<file path="src/rtl/axi_rd_arbiter.sv">
// ----------------------------------------------------------------------------
// axi_rd_arbiter
//
// Two-master, one-slave AXI read-channel arbiter. Instruction fetch (M0) and
// data-cache refill (M1) share the on-chip RAM read port. Arbitration is
// round-robin at burst granularity. Only the AR and R channels pass through
// this block.
//
// Ports
//   ACLK, ARESET         clock (rising edge), asynchronous active-high reset
//   Mn_AR*               master n address request (n = 0, 1)
//   Mn_R*                master n read data return
//   S_AR*                address request towards the RAM; S_ARID = granted index
//   S_R*                 read data from the RAM; S_RREADY follows the granted
//                        master's RREADY while a burst is in its data phase
//   GRANT                index of the current or most recently granted master
//   BUSY                 a burst is in its address or data phase
//   ERR                  sticky: a burst's beat count disagreed with ARLEN+1
// ----------------------------------------------------------------------------
module axi_rd_arbiter #(
    parameter int WIDTH_ID = 2,
    parameter int WIDTH_DA = 32,
    parameter int WIDTH_AD = 32
) (
    input  logic                ACLK,
    input  logic                ARESET,

    input  logic [WIDTH_AD-1:0] M0_ARADDR,
    input  logic [3:0]          M0_ARLEN,
    input  logic                M0_ARVALID,
    output logic                M0_ARREADY,
    output logic [WIDTH_DA-1:0] M0_RDATA,
    output logic                M0_RLAST,
    output logic                M0_RVALID,
    input  logic                M0_RREADY,

    input  logic [WIDTH_AD-1:0] M1_ARADDR,
    input  logic [3:0]          M1_ARLEN,
    input  logic                M1_ARVALID,
    output logic                M1_ARREADY,
    output logic [WIDTH_DA-1:0] M1_RDATA,
    output logic                M1_RLAST,
    output logic                M1_RVALID,
    input  logic                M1_RREADY,

    output logic [WIDTH_ID-1:0] S_ARID,
    output logic [WIDTH_AD-1:0] S_ARADDR,
    output logic [3:0]          S_ARLEN,
    output logic [2:0]          S_ARSIZE,
    output logic [1:0]          S_ARBURST,
    output logic                S_ARVALID,
    input  logic                S_ARREADY,
    input  logic [WIDTH_DA-1:0] S_RDATA,
    input  logic                S_RLAST,
    input  logic                S_RVALID,
    output logic                S_RREADY,

    output logic                GRANT,
    output logic                BUSY,
    output logic                ERR
);

    typedef enum logic [1:0] {
        ST_IDLE,
        ST_ADDR,
        ST_DATA
    } state_t;

    state_t                state;
    state_t                state_nxt;

    logic                  grant_q;
    logic                  prio_q;
    logic                  s_arvalid_q;
    logic                  err_q;
    logic [WIDTH_AD-1:0]   araddr_q;
    logic [3:0]            arlen_q;
    logic [WIDTH_ID-1:0]   arid_q;
    logic [4:0]            beat_cnt;

    logic                  any_req;
    logic                  pick;
    logic                  r_hs;

    // Read data is a plain copy to both masters; only VALID/LAST are steered.
    assign M0_RDATA  = S_RDATA;
    assign M1_RDATA  = S_RDATA;

    assign S_ARID    = arid_q;
    assign S_ARADDR  = araddr_q;
    assign S_ARLEN   = arlen_q;
    assign S_ARSIZE  = 3'b010;
    assign S_ARBURST = 2'b01;
    assign S_ARVALID = s_arvalid_q;

    assign GRANT     = grant_q;
    assign BUSY      = (state != ST_IDLE);
    assign ERR       = err_q;

    assign any_req   = M0_ARVALID | M1_ARVALID;

    // State register.
    always_ff @(posedge ACLK or posedge ARESET) begin
        if (ARESET) begin
            state <= ST_IDLE;
        end else begin
            state <= state_nxt;
        end
    end

    // Next state, request selection and channel steering. The favoured master
    // wins when it requests, otherwise the other requester is taken. ARREADY
    // is held low while reset is asserted so nothing looks accepted then.
    always_comb begin
        state_nxt  = state;
        pick       = 1'b0;
        r_hs       = 1'b0;
        M0_ARREADY = 1'b0;
        M1_ARREADY = 1'b0;
        M0_RVALID  = 1'b0;
        M1_RVALID  = 1'b0;
        M0_RLAST   = 1'b0;
        M1_RLAST   = 1'b0;
        S_RREADY   = 1'b0;

        if (prio_q) begin
            pick = M1_ARVALID;
        end else begin
            pick = ~M0_ARVALID;
        end

        case (state)
            ST_IDLE: begin
                if (any_req && !ARESET) begin
                    state_nxt  = ST_ADDR;
                    M0_ARREADY = ~pick;
                    M1_ARREADY = pick;
                end
            end
            ST_ADDR: begin
                if (S_ARREADY) begin
                    state_nxt = ST_DATA;
                end
            end
            ST_DATA: begin
                S_RREADY  = grant_q ? M1_RREADY : M0_RREADY;
                M0_RVALID = ~grant_q & S_RVALID;
                M1_RVALID =  grant_q & S_RVALID;
                M0_RLAST  = ~grant_q & S_RLAST;
                M1_RLAST  =  grant_q & S_RLAST;
                r_hs      = S_RVALID & (grant_q ? M1_RREADY : M0_RREADY);
                if (r_hs && S_RLAST) begin
                    state_nxt = ST_IDLE;
                end
            end
            default: begin
                state_nxt = ST_IDLE;
            end
        endcase
    end

    // Request capture, priority rotation, beat counting and the sticky error.
    // The counter saturates so a runaway slave cannot wrap it back into range.
    always_ff @(posedge ACLK or posedge ARESET) begin
        if (ARESET) begin
            grant_q     <= 1'b0;
            prio_q      <= 1'b0;
            s_arvalid_q <= 1'b0;
            err_q       <= 1'b0;
            araddr_q    <= '0;
            arlen_q     <= '0;
            arid_q      <= '0;
            beat_cnt    <= '0;
        end else begin
            case (state)
                ST_IDLE: begin
                    if (any_req) begin
                        grant_q     <= pick;
                        araddr_q    <= pick ? M1_ARADDR : M0_ARADDR;
                        arlen_q     <= pick ? M1_ARLEN : M0_ARLEN;
                        arid_q      <= {{(WIDTH_ID-1){1'b0}}, pick};
                        s_arvalid_q <= 1'b1;
                        beat_cnt    <= '0;
                    end
                end
                ST_ADDR: begin
                    if (S_ARREADY) begin
                        s_arvalid_q <= 1'b0;
                    end
                end
                ST_DATA: begin
                    if (r_hs) begin
                        if (S_RLAST) begin
                            prio_q   <= ~grant_q;
                            beat_cnt <= '0;
                            if (beat_cnt != {1'b0, arlen_q}) begin
                                err_q <= 1'b1;
                            end
                        end else begin
                            if (beat_cnt > {1'b0, arlen_q}) begin
                                err_q <= 1'b1;
                            end
                            if (beat_cnt != 5'd31) begin
                                beat_cnt <= beat_cnt + 5'd1;
                            end
                        end
                    end
                end
                default: begin
                end
            endcase
        end
    end

endmodule

</file>
<file path="config.mk">
export PLATFORM = sky130hd
export DESIGN_NAME = axi_rd_arbiter
export DESIGN_NICKNAME = d
export VERILOG_FILES = /design/src/rtl/axi_rd_arbiter.sv
export SDC_FILE = /design/constraint.sdc
export NUM_CORES = 1
export LEC_CHECK = 0
export CORE_MARGIN = 2
export CORE_UTILIZATION = 31
export DETAILED_ROUTE_END_ITERATION = 10
export PLACE_DENSITY = 0.88
export SETUP_SLACK_MARGIN = 0.3
export SLEW_MARGIN = 30
export SYNTH_ARGS = -nofsm -noshare
export SYNTH_HDL_FRONTEND = slang
export SYNTH_SLANG_ARGS = --single-unit
</file>
<file path="constraint.sdc">
create_clock -name ACLK -period 2.2 [get_ports ACLK]
set_input_delay 0.44 -clock ACLK [delete_from_list [all_inputs] [get_ports ACLK]]
set_output_delay 0.44 -clock ACLK [all_outputs]
set_load 0.05 [all_outputs]
</file>
==> results_dict.tcl, run 1 <==
set metrics [dict create \
    status "finished, final reports clean" \
    path_cells "or2_4 -> or2_4 -> nor3_4 -> buf_6" \
    hold_viol_final 0 \
    fmax_mhz 503 \
    num_vias 2361 \
    cp_top_family "simple AND/OR/NAND/NOR gates" \
    cts-root-buf "clkbuf_8" \
    worstSetupEndpointType "output port" \
    final_cell_mix "clkdlybuf4s50_1, dfrtp_1, nand2_1" \
    cts_num_sinks 47 \
    num_antenna_cells 0 \
    cts_max_level 2 \
    grt_pass1_wl_um 11800 \
    rows 35 \
    fp.dieArea_sq_mm 0.0104 \
    drt_wl_total_um 7390 \
    cts_buffer_depth 2 \
    cp_max_fo 3 \
    cp_common_cell "or2_4" \
    place_area_sq_mm 0.00401 \
    grt_max_degree 75 \
    ant_nets 0 \
    clk_pin_slew_worst_paths_ns 0.10 \
    criticalPathCategory "flip-flop to output port" \
    final-seq-area_sq_mm 0.00118 \
    path_buf_inv 1 \
    power_density_mw_per_mm2 1390 \
    yosys_warnings 0 \
    post-route-min-period_ns 1.99 \
    crit_arrival_ns 1.55 \
    fillers 911 \
    worst_slew_pin_slew_ns 0.626 \
    final_common_cell "clkdlybuf4s50_1" \
    drv_cap 0 \
    vdd_drop_max_uv 793 \
    place_congestion 0.789 \
    finClkSkew_ns 0.0134 \
    p_leak_nw 1.94 \
    cpMaxStageDelayCell "dfrtp_2" \
    multi_input_area_sq_mm 0.00125 \
    wl_per_cell_um 14.0 \
    yosysUniqueCellTypes 34 \
    slew_headroom_pct 58.3 \
    rsz0062_at_grt "yes" \
    core_sq_mm 0.00928 \
    ioPinCount 231 \
    antenna_found_initial 0 \
    drcViolationCount 0 \
    die_w_um 102 \
    synthCells 317 \
    cts-buffers-inserted 5 \
    dr.pass1.iters 4 \
    overflow 0 \
    die_h_um 102 \
    track_usage_pct 14.3 \
    total_power_mw 5.88 \
    drt_iter0_drc 43 \
    synth-seq-area-share_pct 39.6 \
    synth_area_sq_mm 0.00297 \
    finalSetupTns_ns 0 \
    grt_pass1_vias 2457 \
    dp_hpwl_um 5510 \
    crit_required_ns 1.76 \
    finalSetupViolCount 0 \
    min_path_type "flip-flop to flip-flop" \
    critical_path.startpoint_type "flip-flop" \
    cpPeakStageDelay_ns 0.44 \
    synth-seq-cells 47 \
    area_delta_synth_final_pct 42.8 \
    cts_tree "yes" \
    fin_crit_sh_pct 90.4 \
    syn_area_per_cell_sq_um 9.37 \
    final_area_sq_mm 0.00424 \
    drive_above_1_share_pct 17.5 \
    initial_utilization_pct 32.0 \
    port_buffers 128 \
    drv_slew 0 \
    fin_nets 517 \
    via_per_inst 4.47 \
    worstSkewPairLatency_ns 0.30 \
]
==> cells by family (layout without fill, tap and decap cells) <==
family	count (synthesis)	count (layout)	synth area share, %
buffers and inverters	93	171	22.1
muxes	38	38	12.8
DFF	47	47	39.6
AOI/OAI and AO/OA	58	58	11.5
adders and majority gates	6	6	2.53
and+or+nand+nor	73	73	11.3
other	2	6	0.253
==> cell usage after synthesis, drive strengths merged <==
master | instances | share of area [%]
nor2 | 9 | 1.1
o21ai | 45 | 7.6
conb | 2 | 0.25
o211ai | 1 | 0.25
a211oi | 1 | 0.25
nor3 | 3 | 0.67
and3 | 4 | 0.93
a21oi | 3 | 0.51
inv | 9 | 1.1
clkbuf | 3 | 0.38
mux2i | 38 | 13
or3b | 1 | 0.29
nand3b | 1 | 0.25
or2 | 2 | 0.42
a41o | 1 | 0.34
a31o | 1 | 0.29
and2b | 1 | 0.25
o31ai | 4 | 1.2
nor2b | 2 | 0.42
nand2 | 43 | 5.4
nand3 | 4 | 0.67
dfrtp | 47 | 40
ha | 6 | 2.5
nand2b | 2 | 0.42
o32a | 1 | 0.76
buf | 81 | 21
a2111oi | 1 | 0.29
nor3b | 1 | 0.42
==> layout make-up <==
class                   instances  area share (%)
clock inverters                 3           0.590
inverters                       9           0.973
multi-input cells             181            29.6
well taps                     129            3.80
clock buffers                   5            1.62
repair buffers                154            35.7
flip-flops and latches         47            27.7
==> per-layer routing <==
layer | share of wire, % | track usage [%]
met1 | 39 | 16.3
met2 | 52 | 25.1
met3 | 7.9 | 4.86
met4 | 1.5 | 5.23
met5 | 0 | 0
==> final timing paths <==
kind | startpoint | end | slack, ns | depth (start not counted)
worst max register to register | beat_cnt[1] | beat_cnt[2] | 0.35 | 7
worst min register to register | ERR | ERR | 0.48 | 1
worst max-delay path | state[1] | M1_ARREADY | 0.21 | 4
min in group asynchronous | ARESET | S_ARADDR[25] | 0.57 | 3
max in group asynchronous | ARESET | state[1] | 1.14 | 3
worst min-delay path | ERR | ERR | 0.48 | 1
==> sequential cells by signal (all words and copies together), names as in the netlist <==
signal and cells:
ERR 1, GRANT 1, S_ARADDR 32, S_ARLEN 4, S_ARVALID 1, beat_cnt 5, prio_q 1, state 2
==> timing repair <==
item | CTS | global route
pin swaps | 4 | 8
hold buffers | 0 | 0
gates resized for setup | 50 | 16
setup buffers | 8 | 7
endpoints found under the setup margin | 50 | 11
==> stage by stage <==
| stage | hold WS (ns) | util [%] | worst slack [ns] | std cells |
|---|---|---|---|---|
| after floorplan | 0.468 | - | 0.00304 | 321 |
| after global routing | 0.506 | 45.7 | 0.131 | 528 |
| after global placement | 0.462 | 43.2 | 0.123 | 505 |
| after CTS | 0.486 | 44.6 | 0.195 | 521 |
| after detailed placement | 0.466 | 43.2 | 0.0875 | 505 |
| final | 0.479 | 45.7 | 0.211 | 528 |
==> where the power goes <==
| group | total, mW | internal, mW | leakage, nW | switching (mW) |
|---|---|---|---|---|
| sequential | 1.47 | 1.25 | 0.578 | 0.223 |
| combinational | 3.85 | 1.31 | 1.32 | 2.54 |
| clock | 0.554 | 0.228 | 0.0443 | 0.326 |
| total | 5.88 | 2.79 | 1.94 | 3.09 |
Power figures use the tool's default switching activity.
==> run 2, diff against run 1 <==
--- a/config.mk
+++ b/config.mk
@@ -8,7 +8,9 @@
 export CORE_MARGIN = 2
 export CORE_UTILIZATION = 31
 export DETAILED_ROUTE_END_ITERATION = 10
+export MAX_ROUTING_LAYER = met4
 export PLACE_DENSITY = 0.88
+export RECOVER_POWER = 100
 export SETUP_SLACK_MARGIN = 0.3
 export SLEW_MARGIN = 30
 export SYNTH_ARGS = -nofsm -noshare
==> run 2 against run 1 <==
Global-route usage grew 0.43 points. Flip-flop and latch count unchanged. Cell count is the same. Register-to-register slack lost 0.15 ns. Clock-buffer cell count is the same. Fmax shrank 3.0%. Critical endpoint is now S_RREADY. Largest cell class unchanged.
==> results_dict.tcl, run 2 (synthesized netlist as in run 1, its figures left out) <==
set metrics [dict create \
    clk_pin_slew_worst_paths_ns 0.10 \
    r2r-start "beat_cnt[1]" \
    core_sq_mm 0.00928 \
    final_cell_mix "clkdlybuf4s50_1, dfrtp_1, nand2_1" \
    grt_pass1_wl_um 11800 \
    fp.dieArea_sq_mm 0.0104 \
    finalSetupViolCount 0 \
    drcViolationCount 0 \
    stdcell_count 528 \
    initial_utilization_pct 32.0 \
    dp_hpwl_um 5510 \
    drv_cap 0 \
    ioPinCount 231 \
    cp_max_fo 3 \
    wl_per_cell_um 14.0 \
    fillers 927 \
    fin_nets 517 \
    grt_max_degree 75 \
    place_congestion 0.800 \
    worstSetupStartpoint "M1_RREADY" \
    antenna_found_initial 0 \
    largest_register_ffs 32 \
    highest_layer "met4" \
    cts_max_level 2 \
    p_leak_nw 1.91 \
    worstSkewPairLatency_ns 0.30 \
    criticalPathCategory "primary input to output port" \
    dr.pass1.iters 4 \
    dr_wl_met3_um 500 \
    post-route-min-period_ns 2.05 \
    cts-buffers-inserted 5 \
    die_w_um 102 \
    fmax_mhz 488 \
    rows 35 \
    multi_input_area_sq_mm 0.00123 \
    power_density_mw_per_mm2 1370 \
    slew_headroom_pct 19.9 \
    worst_slew_pin_slew_ns 1.20 \
    hp-start "ERR" \
    wl_met2_um 3810 \
    drt_iter0_drc 51 \
    final_common_cell "clkdlybuf4s50_1" \
    num_antenna_cells 0 \
    placedCellCount 505 \
    rsz0062_at_grt "yes" \
    vdd_drop_max_uv 770 \
    ant_nets 0 \
    hold_viol_final 0 \
    finalSetupTns_ns 0 \
    via_per_inst 4.43 \
    wl_met1_um 2970 \
    overflow 0 \
    cts_buffer_depth 2 \
    drv_slew 0 \
    final-seq-area_sq_mm 0.00118 \
    status "finished, final reports clean" \
    num_vias 2339 \
    crit_arrival_ns 1.61 \
    crit_required_ns 1.76 \
    min_path_type "flip-flop to flip-flop" \
    cts_hold_buf 0 \
    fin_crit_sh_pct 93.2 \
    port_buffers 128 \
    track_usage_pct 14.8 \
    area_delta_synth_final_pct 39.5 \
    cts-root-buf "clkbuf_8" \
    grt_pass1_vias 2453 \
    fin_ws_ns 0.149 \
    cts_num_sinks 47 \
    cts_tree "yes" \
    worstSetupEndpointType "output port" \
    die_h_um 102 \
    place_ws_ns 0.0875 \
    finClkSkew_ns 0.0119 \
    drive_above_1_share_pct 15.0 \
    drt_wl_total_um 7390 \
    critical_path.startpoint_type "primary input" \
]
## run 2: path summary, 6_finish.rpt
path / cells past startpoint / slack [ns] / to
setup / recovery: 4 / 0.15 / S_RREADY
hold / removal: 1 / 0.48 / ERR
setup reg to reg: 7 / 0.20 / beat_cnt[3]
hold reg to reg: 1 / 0.48 / ERR
max in group asynchronous: 3 / 0.56 / state[1]
min in group asynchronous: 3 / 0.81 / S_ARADDR[25]
## run 2: through the flow
| stage | instance area (sq um) | hold WS (ns) | utilization (%) | power, mW |
|---|---|---|---|---|
| detailed placement | 4010 | 0.466 | 43.2 | 5.42 |
| global route | 4150 | 0.506 | 44.7 | 6.08 |
| floorplan | 3020 | 0.468 | - | 4.40 |
| finish | 4150 | 0.480 | 44.7 | 5.70 |
| global placement | 4010 | 0.462 | 43.2 | 5.31 |
| CTS | 4140 | 0.486 | 44.6 | 5.84 |
## run 2: power breakdown
group	internal, mW	leakage [nW]	total (mW)	switching, mW
combinational	1.19	1.29	3.67	2.49
clock	0.228	0.0443	0.549	0.321
sequential	1.25	0.578	1.47	0.222
## run 2: worst max-delay path: stages
cell	delay [ns]
dlygate4sd3_1	0.54
mux2i_1	0.37
nor3_4	0.04
buf_2	0.22
## run 2: final cells by class
cell class	instances	share of cell area, %
repair buffers	154	34.9
multi-input cells	181	29.6
flip-flops and latches	47	28.4
well taps	129	3.89
clock buffers	5	1.66
inverters	9	0.996
clock inverters	3	0.603
## run 2: what timing repair did
action	4_1_cts	5_1_grt
pin swaps	4	8
setup endpoints to repair	50	11
gates resized for setup	50	16
setup buffers	8	7
## run 2: layer usage
layer	track usage [%]	vias to the layer above
li1	-	1148
met1	17.0	1082
met4	5.23	0
met5	-	-
met3	3.76	16
met2	25.0	93
